`src/rtl/spi_mem_master.sv`:
```
// spi_mem_master: one 32-bit word read/write to SPI serial storage,
// SPI mode 0, frame {cmd, addr[23:0], data}, MSB first.
// Ports:
//   clk, rst          clock, synchronous active-low reset
//   req_valid/ready   request handshake (ready only while idle)
//   req_write/addr/wdata  request fields, sampled at acceptance
//   resp_valid/rdata  one-cycle completion pulse, read data
//   spi_cs_n/sclk/mosi/miso  serial storage pins
module spi_mem_master #(
  parameter int unsigned CLK_DIV = 2
) (
  input  logic        clk,
  input  logic        rst,
  input  logic        req_valid,
  output logic        req_ready,
  input  logic        req_write,
  input  logic [31:0] req_addr,
  input  logic [31:0] req_wdata,
  output logic        resp_valid,
  output logic [31:0] resp_rdata,
  output logic        spi_cs_n,
  output logic        spi_sclk,
  output logic        spi_mosi,
  input  logic        spi_miso
);

  localparam logic [7:0] LP_DIV_END = 8'(CLK_DIV - 1);
  localparam logic [6:0] LP_BIT_END = 7'd63;

  typedef enum logic [2:0] {
    S_IDLE,
    S_SETUP,
    S_SHIFT,
    S_HOLD,
    S_DONE
  } state_t;

  state_t      r_state;
  state_t      w_next;

  logic [7:0]  r_div;
  logic [6:0]  r_bit;
  logic [63:0] r_shift;
  logic [31:0] r_rx;
  logic [31:0] r_rdata;
  logic        r_write;
  logic        r_cs_n;
  logic        r_sclk;
  logic        r_mosi;

  logic        w_accept;
  logic        w_div_end;
  logic        w_rise;
  logic        w_fall;
  logic        w_last;
  logic [7:0]  w_cmd;
  logic [63:0] w_frame;
  logic        w_unused_addr;

  assign w_unused_addr = ^req_addr[31:24];

  assign w_accept  = req_valid && req_ready;
  assign w_div_end = (r_div == LP_DIV_END);
  assign w_rise    = (r_state == S_SHIFT) && !r_sclk && w_div_end;
  assign w_fall    = (r_state == S_SHIFT) && r_sclk && w_div_end;
  assign w_last    = w_fall && (r_bit == LP_BIT_END);

  assign w_cmd   = req_write ? 8'h02 : 8'h03;
  assign w_frame = {w_cmd, req_addr[23:0],
                    req_write ? req_wdata : 32'h0};

  // state register
  always_ff @(posedge clk) begin
    if (!rst) begin
      r_state <= S_IDLE;
    end else begin
      r_state <= w_next;
    end
  end

  // next-state logic
  always_comb begin
    w_next = r_state;
    unique case (r_state)
      S_IDLE:  if (w_accept)  w_next = S_SETUP;
      S_SETUP: if (w_div_end) w_next = S_SHIFT;
      S_SHIFT: if (w_last)    w_next = S_HOLD;
      S_HOLD:  if (w_div_end) w_next = S_DONE;
      S_DONE:  w_next = S_IDLE;
      default: w_next = S_IDLE;
    endcase
  end

  // Moore outputs; ready is masked while reset is held
  always_comb begin
    req_ready  = rst && (r_state == S_IDLE);
    resp_valid = (r_state == S_DONE);
  end

  // datapath: counters, shifter, pins, read data
  always_ff @(posedge clk) begin
    if (!rst) begin
      r_div   <= 8'd0;
      r_bit   <= 7'd0;
      r_shift <= 64'h0;
      r_rx    <= 32'h0;
      r_rdata <= 32'h0;
      r_write <= 1'b0;
      r_cs_n  <= 1'b1;
      r_sclk  <= 1'b0;
      r_mosi  <= 1'b0;
    end else begin
      unique case (r_state)
        S_IDLE: begin
          if (w_accept) begin
            r_write <= req_write;
            r_shift <= w_frame;
            r_mosi  <= w_frame[63];
            r_cs_n  <= 1'b0;
            r_div   <= 8'd0;
            r_bit   <= 7'd0;
          end
        end
        S_SETUP: begin
          r_div <= w_div_end ? 8'd0 : r_div + 8'd1;
        end
        S_SHIFT: begin
          if (w_div_end) begin
            r_div  <= 8'd0;
            r_sclk <= !r_sclk;
          end else begin
            r_div <= r_div + 8'd1;
          end
          if (w_rise) begin
            r_rx <= {r_rx[30:0], spi_miso};
          end
          // no mosi update after the final period
          if (w_fall && !w_last) begin
            r_bit   <= r_bit + 7'd1;
            r_shift <= r_shift << 1;
            r_mosi  <= r_shift[62];
          end
        end
        S_HOLD: begin
          r_div <= w_div_end ? 8'd0 : r_div + 8'd1;
          if (w_div_end) begin
            r_cs_n  <= 1'b1;
            r_mosi  <= 1'b0;
            r_rdata <= r_write ? 32'h0 : r_rx;
          end
        end
        S_DONE: begin
          r_div <= 8'd0;
        end
        default: begin
          r_cs_n <= 1'b1;
          r_sclk <= 1'b0;
        end
      endcase
    end
  end

  assign resp_rdata = r_rdata;
  assign spi_cs_n   = r_cs_n;
  assign spi_sclk   = r_sclk;
  assign spi_mosi   = r_mosi;

endmodule

```
`config.mk`:
```
export PLATFORM = sky130hd
export DESIGN_NAME = spi_mem_master
export DESIGN_NICKNAME = d
export VERILOG_FILES = /design/src/rtl/spi_mem_master.sv
export SDC_FILE = /design/constraint.sdc
export NUM_CORES = 1
export LEC_CHECK = 0
export ABC_AREA = 1
export BUFFER_PORTS_ARGS = -buffer_cell sky130_fd_sc_hd__buf_2
export CORE_ASPECT_RATIO = 0.7
export CORE_MARGIN = 2
export CORE_UTILIZATION = 51
export DETAILED_ROUTE_END_ITERATION = 8
export GPL_ROUTABILITY_DRIVEN = 0
export PLACE_DENSITY = 0.76
export SKIP_CTS_REPAIR_TIMING = 1
export SYNTH_ARGS = -nofsm -noshare
export SYNTH_HDL_FRONTEND = slang
export SYNTH_SLANG_ARGS = --single-unit
```
`constraint.sdc`:
```
create_clock -name clk -period 1.6 [get_ports clk]
set_input_delay 0.08 -clock clk [delete_from_list [all_inputs] [get_ports clk]]
set_output_delay 0.08 -clock clk [all_outputs]
set_load 0.1 [all_outputs]
```
### After elaboration in Yosys (flattened, before gate mapping)

Cells that the tools add are included.

| storage, ports and cells | value |
|---|---|
| register bits | 149 |
| input port bits | 69 |
| word-level logic and storage cells | 78 |

| operators by class | value |
|---|---|
| $add $sub $neg | 2 |
| eq/ne operators | 12 |
| multiplexer cells | 26 |
| bitwise gates (word level) | 2 |
| reductions and logical operators | 26 |

Operators with widths:

| operator | count |
|---|---|
| 63-bit two-way mux | 2 |
| 63-bit one-hot mux with 2 select lines | 1 |
| 32-bit two-way mux | 2 |
| 8-bit one-hot mux with 3 select lines | 1 |
| 8-bit two-way mux | 2 |
| 7-bit two-way mux | 2 |
| 7-bit one-hot mux with 2 select lines | 1 |
| 3-bit two-way mux | 4 |
| 3-bit one-hot mux with 4 select lines | 1 |
| 2-bit inequality test (second input constant) | 5 |
| 2-bit AND reduction | 5 |
| 8-bit by 1-bit adder with 8-bit output (second input constant) | 1 |
| 8-bit by 1-bit == test with 1-bit output (second input constant) | 1 |
| 1-bit logical AND | 8 |
| 4-bit AND reduction | 2 |
| 7-bit by 1-bit adder with 7-bit output (second input constant) | 1 |
| 7-bit by 6-bit == test with 1-bit output (second input constant) | 1 |
| 1-bit two-way mux | 7 |
| 3-bit by 2-bit == test with 1-bit output (second input constant) | 2 |
| 1-bit one-hot mux with 3 select lines | 2 |
| 3-bit AND reduction | 2 |
| 3-bit nonzero test | 2 |
| 3-bit OR reduction | 2 |
| 4-bit OR reduction | 1 |
| 8 further kinds | 10 |

### Longest topological paths before layout

| depth | value |
|---|---|
| word-level depth | 8 |
| gate-level depth with buffers | 11 |
| gate-level depth less buffers | 11 |

### Worst setup path before layout

No wires, ideal clock.

| path | value |
|---|---|
| path type | flip-flop to flip-flop |
| start point | reg r_state[0] |
| end point | reg r_div[5] |
| library setup time | 0.132 ns |
| data arrival time | 2.304 ns |
| slack | -0.836 ns |
| stages on the path, launching flop included | 9 |
| path buffers | 0 |
| path through | dfxtp_1 > nor2_1 > inv_1 > nor2_1 > nor2_1 > nand2_1 > inv_1 > nand2_1 > a21oi_1 |

| between the ends | value |
|---|---|
| elaborated cells between the ends (all ways) | 12 |
| those cells by class | 5 x eq/ne; 1 x mux; 6 x reduce/logical |

RTL lines:

| item | line | text |
|---|---|---|
| start, declared | 38 | `state_t r_state;` |
| start signal, assigned | 77 | `r_state <= w_next;` |
| 3-bit == test (*) | - |  |
| via resp_valid | 19 | `output logic resp_valid,` |
| 3-bit nonzero test (no source line) | - |  |
| 2-bit AND reduction (no source line) | - |  |
| end signal, assigned | 125 | `r_div <= w_div_end ? 8'd0 : r_div + 8'd1;` |
| end signal, assigned | 132 | `r_div <= r_div + 8'd1;` |
| end signal, assigned | 145 | `r_div <= w_div_end ? 8'd0 : r_div + 8'd1;` |
| end, declared | 41 | `logic [7:0] r_div;` |

The timed path passes the listed nets; every way through them passes the cells marked *.
A chain may end at the register's enable or synchronous reset.

### Final worst setup path

| path | value |
|---|---|
| start point | reg r_bit[1] |
| end point | reg r_shift[22] |

| between the ends | value |
|---|---|
| longest elaborated chain between the ends | 6 |

Ends and longest elaborated chain:

| item | line | text |
|---|---|---|
| start, declared | 42 | `logic [6:0] r_bit;` |
| start signal, assigned | 139 | `r_bit <= r_bit + 7'd1;` |
| 7-bit by 6-bit == test with 1-bit output | 66 | `assign w_last = w_fall && (r_bit == LP_BIT_END);` |
| 1-bit logical AND | 66 |  |
| 1-bit zero test | 138 | `if (w_fall && !w_last) begin` |
| 1-bit logical AND | 138 |  |
| 2-bit by 1-bit inequality test with 1-bit output (no source line) | - |  |
| 3-bit AND reduction (no source line) | - |  |
| end signal, assigned | 117 | `r_shift <= w_frame;` |
| end signal, assigned | 140 | `r_shift <= r_shift << 1;` |
| end, declared | 43 | `logic [63:0] r_shift;` |

No other way between the ends.

==> reports/qor.txt <==
crit end category: flip-flop
initial core utilization: 0.520
VDD IR-drop max: 0.839 mV
cells along the critical path: ha_4 > nand3_2 > nor2_2 > inv_1 > nand3_4 > nand2_4 > clkbuf_16 > o21ai_0 > nor2_1
full die area: 13500 sq um
Clock Root Buffer: clkbuf_16
commonest cells after routing, fill and taps aside: nand2_1, nor2_1, dfxtp_1
Setup-failing EPs final: 4
average instance area after synthesis: 6.88 sq um
hold path start: req_addr[2]
peak clock frequency supported by timing: 0.607 GHz
sum of net half-perimeters after detailed placement: 8750 um
cell count after synthesis: 935
Ys Warns: 0
largest net degree at the start of global routing: 89
RSZ-0062 raised after global routing: true
maximum fanout along the worst path: 7
Seq/Total Area, Yosys: 0.463
Worst R2R End: r_shift[22]$_SDFFE_PN0P_
count of antenna-violating nets left after detailed routing: 0
mean routed wirelength per cell: 13.8 um
standard cell core area: 12400 sq um
static power due to leakage: 3.77 nW
number of nets in the synthesized netlist: 1007
proportion of layout cells with a drive suffix above 1: 0.246
capturing instance or port of the critical path: r_shift[22]$_SDFFE_PN0P_
fraction of post-synthesis cell area in the top cell type by area: 0.463
outcome: complete, but fails checks
TritonCTS clock tree: done
launch instance of the worst register-to-register path: r_bit[1]$_SDFFE_PN0P_
global-route wire length before repair: 24800 um
final hold violation count: 7
Critical Path Source: r_bit[1]$_SDFFE_PN0P_
clock latency reported for the late side of the worst-skew pair: 420 ps
Slew Limit Headroom: 0.477
Longest Clk Path Bufs: 2
post-synthesis to final-layout area growth: 31.1%
category of the most critical setup path: flip-flop to flip-flop
via density per instance: 5.26
Die Y-Extent: 98.0 um
net count reported at finish: 1116
number of synthesized register bits: 149
final worst-path cycle share: 1.03
top cells by area, synth: dfxtp_1, nand2_1, nor2_1
depth of the worst register-to-register path: 9
Via Count: 6410
Power Density: 1550 nW/um^2
placed cell count: 1167
DIE WIDTH: 138 um
final setup margin: -48.4 ps
largest stage delay on the critical path: 370 ps
total iterations of the first detailed-routing run: 6
data required time at the worst endpoint: 1910 ps
path class of the lowest-slack min-delay path: input port to flip-flop
clk slew on worst S/H paths: 60 ps
number of clock sinks: 149
final-layout worst hold slack: -13.0 ps
Final Slew Violations: 0
number of buffers created by CTS: 17
DRT Wirelength: 16800 um
total global routing overflow: 0
post-layout min period: 1650 ps
DRT iter0 DRCs: 470
worst setup timing slack at the placement stage: -91.7 ps
register-to-register path setup slack: -50 ps
count of cell types in the netlist: 25
number of global-route vias before repair: 5572
most common cell after layout, fill and taps aside: nand2_1
library cell with the largest summed area after synthesis: dfxtp_1
final routed DRC violation total: 0
slowest library cell on the worst path: dfxtp_4
violations in the final reports: negative hold slack, negative setup slack
max-capacitance violation count: 0
Critical Path Start Type: flip-flop
Buffers on Ports: 97
antenna violations before repair: 0
Rows: 34
Worst EP arrival: 1960 ps
Setup Skew: 8.98 ps
diode count: 0
slew of the pin with the lowest slew margin: 784 ps
Post-Synthesis Cell Area: 6440 sq um
GRT Total Usage: 0.218
number of levels the H-tree was split into: 4
filler-free cell count of the finished design: 1219
number of I/O pins: 106
where the power goes:
part           total (mW)  switching, mW  leakage [nW]  internal [mW]
combinational        4.34           2.72          2.26           1.61
clock                4.23           1.57         0.296           2.65
sequential           4.53          0.306          1.22           4.22
synth_stat cells:
cell,n
or2_2,2
o21a_1,1
clkbuf_1,38
nor3_1,2
inv_1,25
nor2_2,2
inv_2,4
nand2_2,2
o21ai_0,97
nor2_4,2
clkbuf_2,1
and2_1,1
nand4_1,1
o22ai_1,1
nand2_4,1
buf_6,12
a21oi_1,60
o21ai_1,14
dfxtp_1,149
nor2_1,210
buf_2,12
ha_1,3
nand2_1,214
nand3_1,80
xor2_1,1
worst max-delay path: cells and delay by family (launching register included):
| family | cells | cell delay, ps |
|---|---|---|
| AND/OR/NAND/NOR | 5 | 570 |
| flip-flops | 1 | 370 |
| buffers and inverters | 2 | 270 |
| AO/OA/AOI/OAI | 1 | 180 |
| adder cells (fa/ha/maj) | 1 | 140 |
layout make-up:
type,instances,area (sq um)
inverters,29,126
clock inverters,12,179
flip-flops and latches,149,3000
well taps,162,203
repair inverters,1,8.76
fillers,996,3940
repair buffers,151,1230
clock buffers,20,447
multi-input cells,695,3250
worst min-delay path by stage:
stage | slack, ps | endpoint | cells after the start
floorplan | 240 | r_rx[0]$_SDFFE_PN0P_ | 2
global placement | 340 | r_rx[0]$_SDFFE_PN0P_ | 3
detailed placement | 360 | r_rx[0]$_SDFFE_PN0P_ | 3
CTS | -80 | r_rx[0]$_SDFFE_PN0P_ | 3
global route | 2 | r_shift[46]$_SDFFE_PN0P_ | 5
finish | -10 | r_shift[34]$_SDFFE_PN0P_ | 5
cells by family (layout without fill, tap and decap cells):
group | after synthesis | after routing | synth area share
compound gates | 173 | 173 | 0.135
xor+xnor | 1 | 1 | 0.00136
fa+ha+maj | 3 | 3 | 0.00583
buf+inv | 92 | 213 | 0.0702
flops | 149 | 149 | 0.463
simple gates | 517 | 518 | 0.324
flip-flops by register name, summed over array words and instances, names as in the netlist:
name and flops:
r_shift 63, spi_mosi 1, r_bit 7, r_write 1, spi_sclk 1, r_div 8
spi_cs_n 1, r_state 3, r_rx 32, resp_rdata 32
stage by stage:
stage | hold slack, ps | area [sq um] | setup TNS, ps | power (mW) | util
6_report | -13.0 | 8440 | -125 | 13.1 | 0.682
4_1_cts | -82.4 | 7830 | -5330 | 12.2 | 0.632
2_1_floorplan | 245 | 6450 | -19400 | 7.13 | -
3_5_place_dp | 362 | 7200 | -3530 | 8.03 | 0.582
5_1_grt | 1.82 | 8440 | -2940 | 13.8 | 0.682
3_3_place_gp | 338 | 7200 | -1560 | 7.98 | 0.582
routing by layer:
layer | vias up | global-route usage | wire length [um]
li1 | 3232 | - | -
met1 | 2938 | 0.293 | 8040
met2 | 214 | 0.354 | 7610
met3 | 26 | 0.0495 | 1010
met4 | 0 | 0.0612 | 168
met5 | - | 0 | 0
(Power assumes the default switching activity.)
